--- src/rtl/qlearn_action_select.sv ---
// ============================================================================
// Module   : qlearn_action_select
// Brief    : Epsilon-greedy action selector feeding the Q-update pipeline.
//            Optional QSEL_STATS_EN adds step and explore counters.
// Revision : 1.0
// ============================================================================
`default_nettype none

module qlearn_action_select #(
    parameter int                     STATE_WIDTH  = 6,
    parameter int                     ACTION_WIDTH = 2,
    parameter int                     DATA_WIDTH   = 8,
    parameter logic [STATE_WIDTH-1:0] START_STATE  = '0,
    parameter logic [15:0]            LFSR_SEED    = 16'hACE1
) (
    input  logic                                 i_clk,
    input  logic                                 i_rst,
    input  logic                                 i_start,
    input  logic [7:0]                           i_epsilon,
    input  logic [STATE_WIDTH-1:0]               i_end_state,
    output logic [STATE_WIDTH+ACTION_WIDTH-1:0]  o_q_addr,
    output logic                                 o_q_rd,
    input  logic [DATA_WIDTH-1:0]                i_q_data,
    output logic                                 o_sa_valid,
    input  logic                                 i_sa_ready,
    output logic [STATE_WIDTH-1:0]               o_state,
    output logic [ACTION_WIDTH-1:0]              o_action,
    input  logic                                 i_next_valid,
    input  logic [STATE_WIDTH-1:0]               i_next_state,
    output logic                                 o_busy,
`ifdef QSEL_STATS_EN
    output logic [15:0]                          o_step_count,
    output logic [15:0]                          o_explore_count,
`endif
    output logic                                 o_episode_done
);

    localparam logic [15:0]           c_SEED      = (LFSR_SEED == 16'h0000) ? 16'h0001 : LFSR_SEED;
    localparam logic [ACTION_WIDTH:0] c_SCAN_LAST = {1'b1, {ACTION_WIDTH{1'b0}}};

    typedef enum logic [2:0] {
        S_IDLE  = 3'd0,
        S_DRAW  = 3'd1,
        S_SCAN  = 3'd2,
        S_ISSUE = 3'd3,
        S_WAIT  = 3'd4,
        S_DONE  = 3'd5
    } state_t;

    state_t                   r_fsm;
    state_t                   w_fsm_nxt;
    logic [15:0]              r_lfsr;
    logic [STATE_WIDTH-1:0]   r_state;
    logic [ACTION_WIDTH-1:0]  r_action;
    logic                     r_sa_valid;
    logic [ACTION_WIDTH:0]    r_scan_cnt;
    logic                     r_rd_pend;
    logic [ACTION_WIDTH-1:0]  r_rd_idx;
    logic [DATA_WIDTH-1:0]    r_best;

    logic                     w_explore;
    logic                     w_rd;
    logic                     w_scan_last;
    logic                     w_xfer;
    logic [15:0]              w_lfsr_nxt;

    assign w_explore   = (r_lfsr[7:0] < i_epsilon);
    assign w_rd        = (r_fsm == S_SCAN) && !r_scan_cnt[ACTION_WIDTH];
    assign w_scan_last = (r_fsm == S_SCAN) && (r_scan_cnt == c_SCAN_LAST);
    assign w_xfer      = r_sa_valid && i_sa_ready;
    assign w_lfsr_nxt  = {r_lfsr[14:0], r_lfsr[15] ^ r_lfsr[13] ^ r_lfsr[12] ^ r_lfsr[10]};

    assign o_q_rd         = w_rd;
    assign o_q_addr       = w_rd ? {r_state, r_scan_cnt[ACTION_WIDTH-1:0]} : '0;
    assign o_sa_valid     = r_sa_valid;
    assign o_state        = r_state;
    assign o_action       = r_action;
    assign o_busy         = (r_fsm != S_IDLE);
    assign o_episode_done = (r_fsm == S_DONE);

    always_ff @(posedge i_clk or posedge i_rst) begin
        if (i_rst) begin
            r_fsm <= S_IDLE;
        end else begin
            r_fsm <= w_fsm_nxt;
        end
    end

    always_comb begin
        w_fsm_nxt = r_fsm;
        case (r_fsm)
            S_IDLE:  if (i_start) w_fsm_nxt = S_DRAW;
            S_DRAW:  w_fsm_nxt = w_explore ? S_ISSUE : S_SCAN;
            S_SCAN:  if (w_scan_last) w_fsm_nxt = S_ISSUE;
            S_ISSUE: if (w_xfer) w_fsm_nxt = S_WAIT;
            S_WAIT: begin
                if (i_next_valid) begin
                    w_fsm_nxt = (i_next_state == i_end_state) ? S_DONE : S_DRAW;
                end
            end
            S_DONE:  w_fsm_nxt = S_IDLE;
            default: w_fsm_nxt = S_IDLE;
        endcase
    end

    always_ff @(posedge i_clk or posedge i_rst) begin
        if (i_rst) begin
            r_lfsr     <= c_SEED;
            r_state    <= '0;
            r_action   <= '0;
            r_sa_valid <= 1'b0;
            r_scan_cnt <= '0;
            r_rd_pend  <= 1'b0;
            r_rd_idx   <= '0;
            r_best     <= '0;
        end else begin
            r_rd_pend <= w_rd;
            r_rd_idx  <= r_scan_cnt[ACTION_WIDTH-1:0];
            case (r_fsm)
                S_IDLE: if (i_start) r_state <= START_STATE;
                S_DRAW: begin
                    r_lfsr     <= w_lfsr_nxt;
                    r_scan_cnt <= '0;
                    if (w_explore) r_action <= r_lfsr[8 +: ACTION_WIDTH];
                end
                S_SCAN: r_scan_cnt <= r_scan_cnt + 1'b1;
                // Valid rises one cycle after entering ISSUE, drops the cycle after transfer.
                S_ISSUE: begin
                    if (!r_sa_valid) r_sa_valid <= 1'b1;
                    else if (i_sa_ready) r_sa_valid <= 1'b0;
                end
                S_WAIT: begin
                    if (i_next_valid && (i_next_state != i_end_state)) r_state <= i_next_state;
                end
                default: ;
            endcase
            // First returned value seeds the max; strictly-greater keeps the lowest action on ties.
            if (r_rd_pend && ((r_rd_idx == '0) || (i_q_data > r_best))) begin
                r_best   <= i_q_data;
                r_action <= r_rd_idx;
            end
        end
    end

`ifdef QSEL_STATS_EN
    logic [15:0] r_step_cnt;
    logic [15:0] r_expl_cnt;

    always_ff @(posedge i_clk or posedge i_rst) begin
        if (i_rst) begin
            r_step_cnt <= '0;
            r_expl_cnt <= '0;
        end else if ((r_fsm == S_IDLE) && i_start) begin
            r_step_cnt <= '0;
            r_expl_cnt <= '0;
        end else begin
            if (w_xfer && (r_step_cnt != 16'hFFFF)) r_step_cnt <= r_step_cnt + 16'd1;
            if ((r_fsm == S_DRAW) && w_explore && (r_expl_cnt != 16'hFFFF)) begin
                r_expl_cnt <= r_expl_cnt + 16'd1;
            end
        end
    end

    assign o_step_count    = r_step_cnt;
    assign o_explore_count = r_expl_cnt;
`endif

endmodule

`default_nettype wire

--- config.mk ---
export PLATFORM = sky130hd
export DESIGN_NAME = qlearn_action_select
export DESIGN_NICKNAME = d
export VERILOG_FILES = /design/src/rtl/qlearn_action_select.sv
export SDC_FILE = /design/constraint.sdc
export NUM_CORES = 1
export LEC_CHECK = 0
export ABC_CLOCK_PERIOD_IN_PS = 2300
export CORE_ASPECT_RATIO = 1.25
export CORE_MARGIN = 2
export CORE_UTILIZATION = 50
export DETAILED_ROUTE_END_ITERATION = 10
export GPL_TIMING_DRIVEN = 1
export PLACE_DENSITY_LB_ADDON = 0.3
export SLEW_MARGIN = 20
export SYNTH_ARGS = -nofsm -noshare
export SYNTH_HDL_FRONTEND = slang
export SYNTH_SLANG_ARGS = --single-unit
--- constraint.sdc ---
create_clock -name i_clk -period 2.3 [get_ports i_clk]
set_input_delay 0.46 -clock i_clk [delete_from_list [all_inputs] [get_ports i_clk]]
set_output_delay 0.46 -clock i_clk [all_outputs]
set_load 0.005 [all_outputs]
**Word-level counts from Yosys, hierarchy flattened**

Cells that the tools add are included.

- Bits in registers: 42
- Latch bits: 0
- Bits in writable memories: 0
- Bits in read-only memories: 0
- Bits of input ports: 33
- Output and inout bits: 20
- Word-level logic and storage cells: 62
- Memories: 0

- $add $sub $neg: 1
- Multiply operators: 0
- Divide/modulo/power cells: 0
- Order comparisons: 2
- Eq/ne operators: 13
- Shifts and indexed selects: 0
- Muxes and demuxes: 17
- Bitwise gates (word level): 3
- Reduce and logical (&&, ||, !) cells: 17

Operator list:

| cell | count |
|---|---|
| 3-bit two-way mux | 5 |
| 3-bit one-hot mux with 5 select lines | 1 |
| 6-bit two-way mux | 2 |
| 6-bit one-hot mux with 2 select lines | 1 |
| 2-bit != test, second input constant | 5 |
| 3-bit == test, second input constant | 3 |
| 8-bit > comparator | 1 |
| 8-bit less-than comparator | 1 |
| 8-bit two-way mux | 1 |
| 2-bit nonzero test | 4 |
| 3-bit by 2-bit == test with 1-bit output, second input constant | 2 |
| 6-bit == test | 1 |
| 2-bit two-way mux | 3 |
| 6-bit != test | 1 |
| 3-bit one-hot mux with 2 select lines | 1 |
| 1-bit logical AND | 5 |
| 4-bit AND reduction | 1 |
| 3-bit by 1-bit adder with 3-bit output, second input constant | 1 |
| 3-bit by 1-bit == test with 1-bit output, second input constant | 1 |
| 3-bit zero test | 1 |
| 1-bit two-way mux | 3 |
| 3-bit AND reduction | 1 |
| 3-bit nonzero test | 1 |
| 1-bit bitwise XOR | 3 |
| other kinds (4) | 4 |

**Depth between registers and ports, before layout**

Gate-level depths: netlist (run 1).

- Word-level depth: 5
- Depth in mapped cells: 7
- Gate-level depth less buffers: 7

**Worst setup path after synthesis (run 1)**

No wires, ideal clock.

- Kind: in2reg
- From: input port i_q_data[1]
- To: register r_action[0], in the netlist o_action[0]
- Setup time: 0.125 ns
- Data arrival time: 1.992 ns
- Data required time: 2.175 ns
- Setup slack: 0.183 ns
- Stages: 6
- Buffers on the path: 0
- Path through: ha_1 nor2b_1 o21a_1 o21a_1 o311ai_4 mux2_2

- Longest elaborated chain between the ends: 5
- Elaborated cells on any way between the ends: 7
- Classes of those cells: 1 x order compare; 1 x mux; 5 x reduce/logical

Ends and longest elaborated chain:

| what | RTL line | source |
|---|---|---|
| start: declaration | 23 | `input logic [DATA_WIDTH-1:0] i_q_data,` |
| 8-bit > comparator (*) | 138 | `if (r_rd_pend && ((r_rd_idx == '0) \|\| (i_q_data > r_best))) begin` |
| 1-bit logical OR (*) | 138 |  |
| 1-bit logical AND (*) | 138 |  |
| 2-bit nonzero test (no source line) | - |  |
| 2-bit AND reduction (no source line) | - |  |
| end signal: assignment | 124 | `if (w_explore) r_action <= r_lfsr[8 +: ACTION_WIDTH];` |
| end signal: assignment | 140 | `r_action <= r_rd_idx;` |
| end: declaration | 54 | `logic [ACTION_WIDTH-1:0] r_action;` |

Mark *: on every way between the ends. The rest lies on a longest branch, timed or not.
A chain may end at the register's enable or synchronous reset.

**Final worst setup path (run 1)**

- From: input port i_q_data[7]
- To: register r_best[0]

- Longest elaborated chain between the ends: 3

Ends and longest elaborated chain:

| what | RTL line | source |
|---|---|---|
| 8-bit > comparator | 138 |  |
| 1-bit logical OR | 138 |  |
| 1-bit logical AND | 138 |  |
| end signal: assignment | 139 | `r_best <= i_q_data;` |
| end: declaration | 59 | `logic [DATA_WIDTH-1:0] r_best;` |

Every way passes these cells.

==> results.sh, run 1 <==
export IMPL_clk_pin_slew_ns=0.08
export IMPL_setup_violations=0
export IMPL_viasPerCell=5.27
export IMPL_fin_nets=326
export IMPL_tns_ns=0
export IMPL_port_buffers=52
export IMPL_syn_nets=263
export IMPL_postSynthCellCount=213
export IMPL_syn_cell_area_mm2=0.00235
export IMPL_min_path_type="register to register"
export IMPL_ctsHtreeMaxLevel=2
export IMPL_core_area_mm2=0.00446
export IMPL_grt_max_degree=43
export IMPL_drtIter0Drc=63
export IMPL_min_period_over_period=0.988
export IMPL_status="complete, no violations"
export IMPL_slew_viol_final=0
export IMPL_worstPathArrival_ns=2.45
export IMPL_dr_pass1_iters=4
export IMPL_worstMarginPinSlew_ns=0.524
export IMPL_drcViolationCount=0
export IMPL_worst_ep_required_time_ns=2.48
export IMPL_place_congestion=0.774
export IMPL_cts_buffers=5
export IMPL_power_density_mw_per_mm2=1110
export IMPL_final_layout_size_suffix_gt1_frac=0.238
export IMPL_yosys_warnings=0
export IMPL_synth_top_area_share=0.363
export IMPL_leakage_nw=1.43
export IMPL_ant_nets=0
export IMPL_netlist_top_cell_by_area="dfrtp_1"
export IMPL_start_kind="primary input"
export IMPL_final_fill_count=346
export IMPL_vdd_drop_max_mv=0.512
export IMPL_wl_mm=4.63
export IMPL_fin_util=0.705
export IMPL_avgSynthCellArea_um2=11.0
export IMPL_rsz0062_at_grt="yes"
export IMPL_finalHoldViolations=0
export IMPL_cts_root_buf="clkbuf_8"
export IMPL_cp_max_fo=6
export IMPL_wire_per_inst_um=13.8
export IMPL_clock_skew_ns=0.00814
export IMPL_grt_pass1_vias=1831
export IMPL_antenna_found_initial=0
export IMPL_clk_latency_ns=0.29
export IMPL_max_freq_ghz=0.440
export IMPL_hpwl_mm=3.41
export IMPL_grt_ovfl_total=0
export IMPL_period_needed_ns=2.27
export IMPL_rows=27
export IMPL_cts_tree="done"
export IMPL_design_area_mm2=0.00314
export IMPL_grt_pass1_wl_mm=8.08
export IMPL_clock_sinks=42
export IMPL_pin_count=53
export IMPL_crit_path_end_kind="register"
export IMPL_async_reset_ff_frac=1.00
export IMPL_placed_area_mm2=0.00298
export IMPL_hold_ws_ns=0.469
export IMPL_ys_flop_type="dfrtp_1"
export IMPL_yosysUniqueCellTypes=39
export IMPL_antenna_cells=0
export IMPL_area_growth_synth_to_final_pct=33.9
export IMPL_synth_edf_count=0
export IMPL_grt_use_total=0.199
export IMPL_synth_area_top_cells="dfrtp_1 (36%), mux2_2 (12%), ha_1 (9.1%), dfstp_2 (9.0%), inv_1 (4.2%)"
export IMPL_ys_ff_latch=42
export IMPL_die_x_um=65.3
export IMPL_start_util=0.526
export IMPL_relSlewSlack=0.651
export IMPL_cts_buffer_depth=2
export IMPL_max_cap_violations=0
export IMPL_die_area_mm2=0.00526
export IMPL_die_h_um=80.6
export IMPL_vias=1765
export IMPL_crit_type="primary input to register"
export IMPL_yosysSeqAreaShare=0.452
-- final timing paths --
check                           cells after the start     startpoint  slack, ns     endpoint
worst max register to register                      8      r_best[1]       0.19    r_best[0]
worst max-delay path                                7    i_q_data[7]       0.03    r_best[0]
worst min register to register                      0  r_scan_cnt[1]       0.47  r_rd_idx[1]
max in group asynchronous                           3          i_rst       1.32    r_lfsr[5]
min in group asynchronous                           3          i_rst       0.59   o_state[0]
worst min-delay path                                0  r_scan_cnt[1]       0.47  r_rd_idx[1]
-- sequential cells by signal (all words and copies together) (netlist names) --
signal / flops
r_lfsr: 16
r_best: 8
o_state: 6
r_fsm: 3
r_scan_cnt: 3
o_action: 2
r_rd_idx: 2
o_sa_valid: 1
r_rd_pend: 1
-- cells by family after synthesis --
family	synth area share
AND/OR/NAND/NOR	0.107
flip-flops	0.452
buffers and inverters	0.0597
multiplexers	0.160
AO/OA/AOI/OAI	0.0971
adder cells (fa/ha/maj)	0.0907
XOR/XNOR	0.0336
-- metal layers --
layer,global-route usage,up-vias,share of wire
met1,0.241,833,0.42
met2,0.333,52,0.49
met3,0.0546,10,0.061
li1,-,870,-
met4,0.0813,0,0.020
met5,0,-,0
-- timing repair --
| action | 4_1_cts | 5_1_grt |
|---|---|---|
| gates resized for setup | 1 | 12 |
| hold buffers | 0 | 0 |
| pin swaps | 1 | 3 |
| endpoints found under the setup margin | 3 | 18 |
| hold endpoints to repair | 0 | 0 |
| buffers inserted | 1 | 0 |
-- layout by cell type, fill, tap and decap left out, types with 7 or more instances in the layout --
cell and n:
clkdlybuf4s50_1 50, dfrtp_1 34, inv_1 26, mux2_2 26
nand2_1 15, ha_1 14, buf_4 10, dfstp_2 8
nor2_1 7, a21oi_1 7, nor4_1 7
-- area by class of cell --
cell class	instances	area (um^2)	area share
Clock buffer	6	72.6	0.0231
Clock inverter	2	10.0	0.00319
Inverter	26	97.6	0.0311
Multi-Input combinational cell	137	1200	0.384
Sequential cell	42	1060	0.338
Tap cell	58	72.6	0.0231
Timing Repair Buffer	64	623	0.198
-- synth_stat cells, types with 2 or more instances --
| cell | number |
|---|---|
| mux2_1 | 2 |
| ha_1 | 17 |
| clkbuf_1 | 5 |
| xor2_1 | 4 |
| dfstp_2 | 8 |
| nand2_1 | 15 |
| nor2b_1 | 4 |
| mux2_2 | 26 |
| a211oi_2 | 2 |
| nand3_1 | 2 |
| a21oi_1 | 9 |
| mux2i_1 | 6 |
| o21a_1 | 2 |
| o21ai_0 | 6 |
| nor4_1 | 9 |
| nor3_1 | 2 |
| o211ai_1 | 2 |
| dfrtp_1 | 34 |
| nand4_1 | 3 |
| xnor2_1 | 5 |
| nor2_1 | 7 |
| inv_1 | 26 |
-- metrics by stage --
step / power (mW) / std cells / worst slack (ns)
CTS: 3.43 / 335 / 0.00317
global placement: 2.87 / 326 / -0.250
detailed placement: 2.94 / 326 / -0.318
floorplan: 2.31 / 213 / 0.183
finish: 3.47 / 335 / 0.0287
global route: 3.75 / 335 / -0.0212
-- report_power, final --
group	internal, mW	total, mW	switching [mW]
combinational	0.960	1.75	0.789
sequential	1.06	1.27	0.214
clock	0.210	0.454	0.244
-- worst max-delay path, cell delays in order --
cell and delay (ns):
clkdlybuf4s50_1 0.54, ha_4 0.24, a211oi_2 0.21, o21ai_1 0.16
o311ai_4 0.33, buf_6 0.18, mux2_2 0.34
Note: power is estimated with default switching activity, not from simulation.
==> run 2: changes to the inputs <==
--- a/config.mk
+++ b/config.mk
@@ -5,7 +5,7 @@
 export SDC_FILE = /design/constraint.sdc
 export NUM_CORES = 1
 export LEC_CHECK = 0
-export ABC_CLOCK_PERIOD_IN_PS = 2300
+export ABC_CLOCK_PERIOD_IN_PS = 2100
 export CORE_ASPECT_RATIO = 1.25
 export CORE_MARGIN = 2
 export CORE_UTILIZATION = 50
==> constraint.sdc (replaced) <==
create_clock -name i_clk -period 2.1 [get_ports i_clk]
set_input_delay 0.42 -clock i_clk [delete_from_list [all_inputs] [get_ports i_clk]]
set_output_delay 0.42 -clock i_clk [all_outputs]
set_load 0.005 [all_outputs]
==> results.sh, run 2 (same netlist as run 1, synthesis figures left out) <==
export IMPL_worst_ep_required_time_ns=2.28
export IMPL_final_layout_size_suffix_gt1_frac=0.319
export IMPL_cp_max_fo=4
export IMPL_layout_commonest_cell="dfrtp_1"
export IMPL_ff2ff_setup_slack_ns=0.03
export IMPL_hpwl_mm=3.33
export IMPL_status="finished, violations left"
export IMPL_area_growth_synth_to_final_pct=43.1
export IMPL_antenna_found_initial=0
export IMPL_dr_pass1_iters=4
export IMPL_min_period_over_period=1.01
export IMPL_ant_nets=0
export IMPL_hp_start="i_q_data[0]"
export IMPL_critical_path_slowest_cell="clkdlybuf4s50_1"
export IMPL_clkPwrFrac=0.146
export IMPL_power_frac_seq=0.330
export IMPL_core_area_mm2=0.00446
export IMPL_grt_ovfl_total=0
export IMPL_min_path_type="primary input to register"
export IMPL_worstMarginPinSlew_ns=0.516
export IMPL_drcViolationCount=0
export IMPL_cts_root_buf="clkbuf_8"
export IMPL_leakage_nw=1.60
export IMPL_path_buf_inv=2
export IMPL_start_kind="primary input"
export IMPL_largest_register="r_lfsr"
export IMPL_wl_mm=5.11
export IMPL_critPathTopFamily="buffers and inverters"
export IMPL_grt_use_total=0.205
export IMPL_max_cap_violations=0
export IMPL_antenna_cells=0
export IMPL_finalHoldViolations=0
export IMPL_design_area_mm2=0.00336
export IMPL_crit_type="primary input to register"
export IMPL_max_freq_ghz=0.474
export IMPL_vdd_drop_max_mv=0.806
export IMPL_ctsHoldBuffers=0
export IMPL_rows=27
export IMPL_place_inst=327
export IMPL_worstPathArrival_ns=2.29
export IMPL_die_area_mm2=0.00526
export IMPL_viasPerCell=5.30
export IMPL_p_comb_frac=0.524
export IMPL_rsz0062_at_grt="yes"
export IMPL_crit_path_end_kind="register"
export IMPL_placed_area_mm2=0.00299
export IMPL_relSlewSlack=0.656
export IMPL_clock_skew_ns=0.00697
export IMPL_path_cells="clkdlybuf4s50_1, ha_1, nand4_1, o31a_1, o311ai_4, buf_6, mux2_2"
export IMPL_clk_pin_slew_ns=0.08
export IMPL_ctsHtreeMaxLevel=2
export IMPL_finalNonFillerCells=340
export IMPL_drtIter0Drc=42
export IMPL_grt_max_degree=43
export IMPL_clock_sinks=42
export IMPL_min_to="r_best[0]"
export IMPL_switching_share=0.360
export IMPL_hold_ws_ns=0.402
export IMPL_largest_reg_flops=16
export IMPL_reg2reg_from="r_lfsr[4]"
export IMPL_hold_depth=2
export IMPL_vias=1802
export IMPL_pin_count=53
export IMPL_fin_nets=331
export IMPL_r2r_end="o_action[0]"
export IMPL_wire_per_inst_um=15.0
export IMPL_fin_util=0.753
export IMPL_port_buffers=52
export IMPL_clk_latency_ns=0.29
export IMPL_fin_ws_ns=-0.0114
export IMPL_cts_buffers=5
export IMPL_p_switching_mw=1.55
export IMPL_slowest_delay_ns=0.43
export IMPL_place_congestion=0.772
export IMPL_grt_pass1_vias=1830
export IMPL_power_density_mw_per_mm2=1280
export IMPL_setup_violations=8
export IMPL_cts_tree="done"
export IMPL_violations="setup timing"
export IMPL_cts_buffer_depth=2
export IMPL_p_int_mw=2.75
export IMPL_final_cell_mix="dfrtp_1 (33), clkdlybuf4s50_1 (30), inv_1 (21)"
export IMPL_slew_viol_final=0
export IMPL_die_x_um=65.3
export IMPL_reg2regPathDepth=6
export IMPL_start_util=0.526
export IMPL_period_needed_ns=2.11
export IMPL_grt_pass1_wl_mm=8.27
export IMPL_die_h_um=80.6
export IMPL_tns_ns=-0.0291
==> run 2: cell count changes in the layout (fill, tap and decap cells not counted), sizes merged <==
cell and change:
bufinv +1, dlygate4sd2 +13, clkinvlp +1, clkdlybuf4s50 -20, buf +5, clkinv -2, dlymetal6s2s +7
==> run 2: final cells by class <==
cell class,count,area [um^2]
Clock inverter,2,37.5
Sequential cell,42,1060
Inverter,26,100
Timing Repair Buffer,69,669
Clock buffer,6,72.6
Fill cell,311,1100
Multi-Input combinational cell,137,1340
Tap cell,58,72.6
==> run 2: through the flow <==
stage / power [mW] / setup WS [ns]
2_1_floorplan: 2.53 / 0.0234
3_3_place_gp: 3.16 / -0.405
3_5_place_dp: 3.22 / -0.468
4_1_cts: 4.15 / -0.000115
5_1_grt: 4.60 / -0.105
6_report: 4.30 / -0.0114
==> run 2: how the worst max path moves through the flow <==
stage	start	cells after the start	slack [ns]	end
6_report	i_q_data[3]	7	-0.01	r_best[6]
5_1_grt	i_q_data[2]	7	-0.10	r_best[4]
4_1_cts	r_best[1]	8	-0.0001	o_action[1]
3_5_place_dp	i_epsilon[2]	8	-0.47	o_action[1]
3_3_place_gp	i_epsilon[2]	8	-0.41	o_action[1]
2_1_floorplan	i_q_data[1]	6	0.02	o_action[0]
==> run 2: what timing repair did <==
action                     CTS  global route
gates resized for setup     43            23
pin swaps                   17            16
setup endpoints to repair   20            13
buffers inserted             2             3
==> run 2: worst reg2reg max path, delay by kind of cell (launching register included) <==
kind | cells | cell delay, ns
compound gates | 3 | 0.67
fa+ha+maj | 1 | 0.32
flops | 1 | 0.39
mux | 2 | 0.58
==> run 2: per-layer routing <==
metal / track usage / share of wire / up-vias
met1: 0.247 / 0.41 / 867
met4: 0.0667 / 0.013 / 0
met2: 0.358 / 0.52 / 52
li1: - / - / 877
met5: 0 / 0 / -
met3: 0.0490 / 0.053 / 6
==> run 2: power groups by stage <==
stage	combinational (mW)	sequential, mW	clock [mW]
global placement	1.77	1.38	0
CTS	2.09	1.41	0.650
global route	2.47	1.46	0.673
floorplan	1.20	1.33	0
finish	2.25	1.42	0.628
detailed placement	1.83	1.39	0
==> run 3: changes to the inputs <==
--- a/config.mk
+++ b/config.mk
@@ -6,7 +6,7 @@
 export NUM_CORES = 1
 export LEC_CHECK = 0
 export ABC_CLOCK_PERIOD_IN_PS = 2100
-export CORE_ASPECT_RATIO = 1.25
+export CORE_ASPECT_RATIO = 0.8
 export CORE_MARGIN = 2
 export CORE_UTILIZATION = 50
 export DETAILED_ROUTE_END_ITERATION = 10
==> results.sh, run 3 (same netlist as run 1, synthesis figures left out) <==
export IMPL_grt_pass1_wl_mm=8.42
export IMPL_min_path_type="primary input to register"
export IMPL_viasPerCell=5.26
export IMPL_clk_latency_ns=0.29
export IMPL_max_cap_violations=0
export IMPL_hpwl_mm=3.51
export IMPL_drcViolationCount=0
export IMPL_vias=1800
export IMPL_final_layout_size_suffix_gt1_frac=0.344
export IMPL_relSlewSlack=0.658
export IMPL_slew_viol_final=0
export IMPL_ctsHoldBuffers=0
export IMPL_area_growth_synth_to_final_pct=45.5
export IMPL_wl_mm=5.10
export IMPL_min_period_over_period=1.01
export IMPL_cts_root_buf="clkbuf_8"
export IMPL_clk_pin_slew_ns=0.08
export IMPL_layout_commonest_cell="clkdlybuf4s50_1"
export IMPL_die_area_mm2=0.00526
export IMPL_drtIter0Drc=43
export IMPL_crit_type="primary input to register"
export IMPL_antenna_cells=0
export IMPL_period_needed_ns=2.11
export IMPL_slowest_delay_ns=0.45
export IMPL_tns_ns=-0.0137
export IMPL_status="finished, violations left"
export IMPL_dr_pass1_iters=5
export IMPL_grt_ovfl_total=0
export IMPL_die_h_um=65.3
export IMPL_cts_tree="done"
export IMPL_hp_start="i_q_data[0]"
export IMPL_fin_nets=331
export IMPL_rsz0062_at_grt="yes"
export IMPL_ctsHtreeMaxLevel=2
export IMPL_clock_sinks=42
export IMPL_clock_skew_ns=0.00279
export IMPL_violations="setup timing"
export IMPL_wire_per_inst_um=14.9
export IMPL_ant_nets=0
export IMPL_design_area_mm2=0.00341
export IMPL_pre_cts_ws_ns=-0.496
export IMPL_largest_register="r_lfsr"
export IMPL_grt_max_degree=43
export IMPL_finalHoldViolations=0
export IMPL_worst_ep_required_time_ns=2.28
export IMPL_largest_reg_flops=16
export IMPL_setup_violations=2
export IMPL_ff2ff_setup_slack_ns=0.04
export IMPL_grt_use_total=0.211
export IMPL_rows=22
export IMPL_die_x_um=80.6
export IMPL_fin_ws_ns=-0.0120
export IMPL_max_freq_ghz=0.473
export IMPL_worstMarginPinSlew_ns=0.514
export IMPL_cts_buffers=5
export IMPL_startpoint="i_epsilon[2]"
export IMPL_final_cell_mix="clkdlybuf4s50_1 (42), dfrtp_1 (32), inv_1 (20)"
export IMPL_path_cells="clkdlybuf4s50_1, inv_1, ha_4, a21oi_2, o21ai_2, a211oi_2, mux2_1, mux2_4"
export IMPL_power_density_mw_per_mm2=1300
export IMPL_core_area_mm2=0.00454
export IMPL_hold_ws_ns=0.421
export IMPL_port_buffers=52
export IMPL_start_util=0.517
export IMPL_reg2reg_from="r_fsm[0]"
export IMPL_place_congestion=0.785
export IMPL_worstPathArrival_ns=2.30
export IMPL_cp_max_fo=3
export IMPL_cts_buffer_depth=2
export IMPL_pin_count=53
export IMPL_antenna_found_initial=0
export IMPL_grt_pass1_vias=1814
export IMPL_critical_path_slowest_cell="clkdlybuf4s50_1"
export IMPL_placed_area_mm2=0.00300
export IMPL_crit_path_end_kind="register"
export IMPL_start_kind="primary input"
export IMPL_fin_util=0.752
export IMPL_leakage_nw=1.55
export IMPL_vdd_drop_max_mv=0.740
## run 3: cell count changes in the layout (fill, tap and decap cells not counted), sizes merged
cell	delta
dlygate4sd2	-9
clkbuf	-1
clkinv	+1
bufinv	+1
clkdlybuf4s50	+12
clkinvlp	-1
dlymetal6s2s	-3
## run 3: metrics by stage
step                power (mW)  std cells
floorplan                 2.53        213
global placement          3.17        331
detailed placement        3.24        331
CTS                       4.30        342
global route              4.75        342
finish                    4.45        342
## run 3: routing by layer
layer,vias up,routed length (um),track usage
li1,880,-,-
met1,854,2270,0.266
met2,53,2450,0.351
met3,13,283,0.0591
met4,0,83,0.0678
met5,-,0,0
## run 3: power breakdown
part	internal, mW	leakage, nW	switching (mW)
Combinational	1.26	0.971	0.965
Sequential	1.16	0.510	0.310
Clock	0.476	0.0683	0.281
## run 3: critical path: cells and delay by family
kind / cells / cell delay [ns]
AOI/OAI and AO/OA: 3 / 0.54
adders and majority gates: 1 / 0.22
buffers and inverters: 2 / 0.51
muxes: 2 / 0.62
## run 3: layout make-up
| type | count | area [um^2] |
|---|---|---|
| Sequential cell | 42 | 1060 |
| Clock buffer | 5 | 68.8 |
| Multi-Input combinational cell | 137 | 1370 |
| Fill cell | 323 | 1130 |
| Clock inverter | 3 | 68.8 |
| Inverter | 26 | 97.6 |
| Timing Repair Buffer | 69 | 666 |
| Tap cell | 60 | 75.1 |
## run 3: worst paths after layout
| check | to | cells past startpoint |
|---|---|---|
| setup reg to reg | o_action[0] | 6 |
| setup / recovery | o_action[0] | 8 |
| min in group asynchronous | r_lfsr[12] | 3 |
| hold / removal | r_best[0] | 2 |
| hold reg to reg | r_rd_idx[1] | 0 |
| max in group asynchronous | r_scan_cnt[2] | 3 |
## run 3: repair_timing
item / in CTS / in global routing
gates resized for setup: 37 / 20
setup buffers: 3 / 0
setup endpoints to repair: 21 / 19
pin swaps: 16 / 14
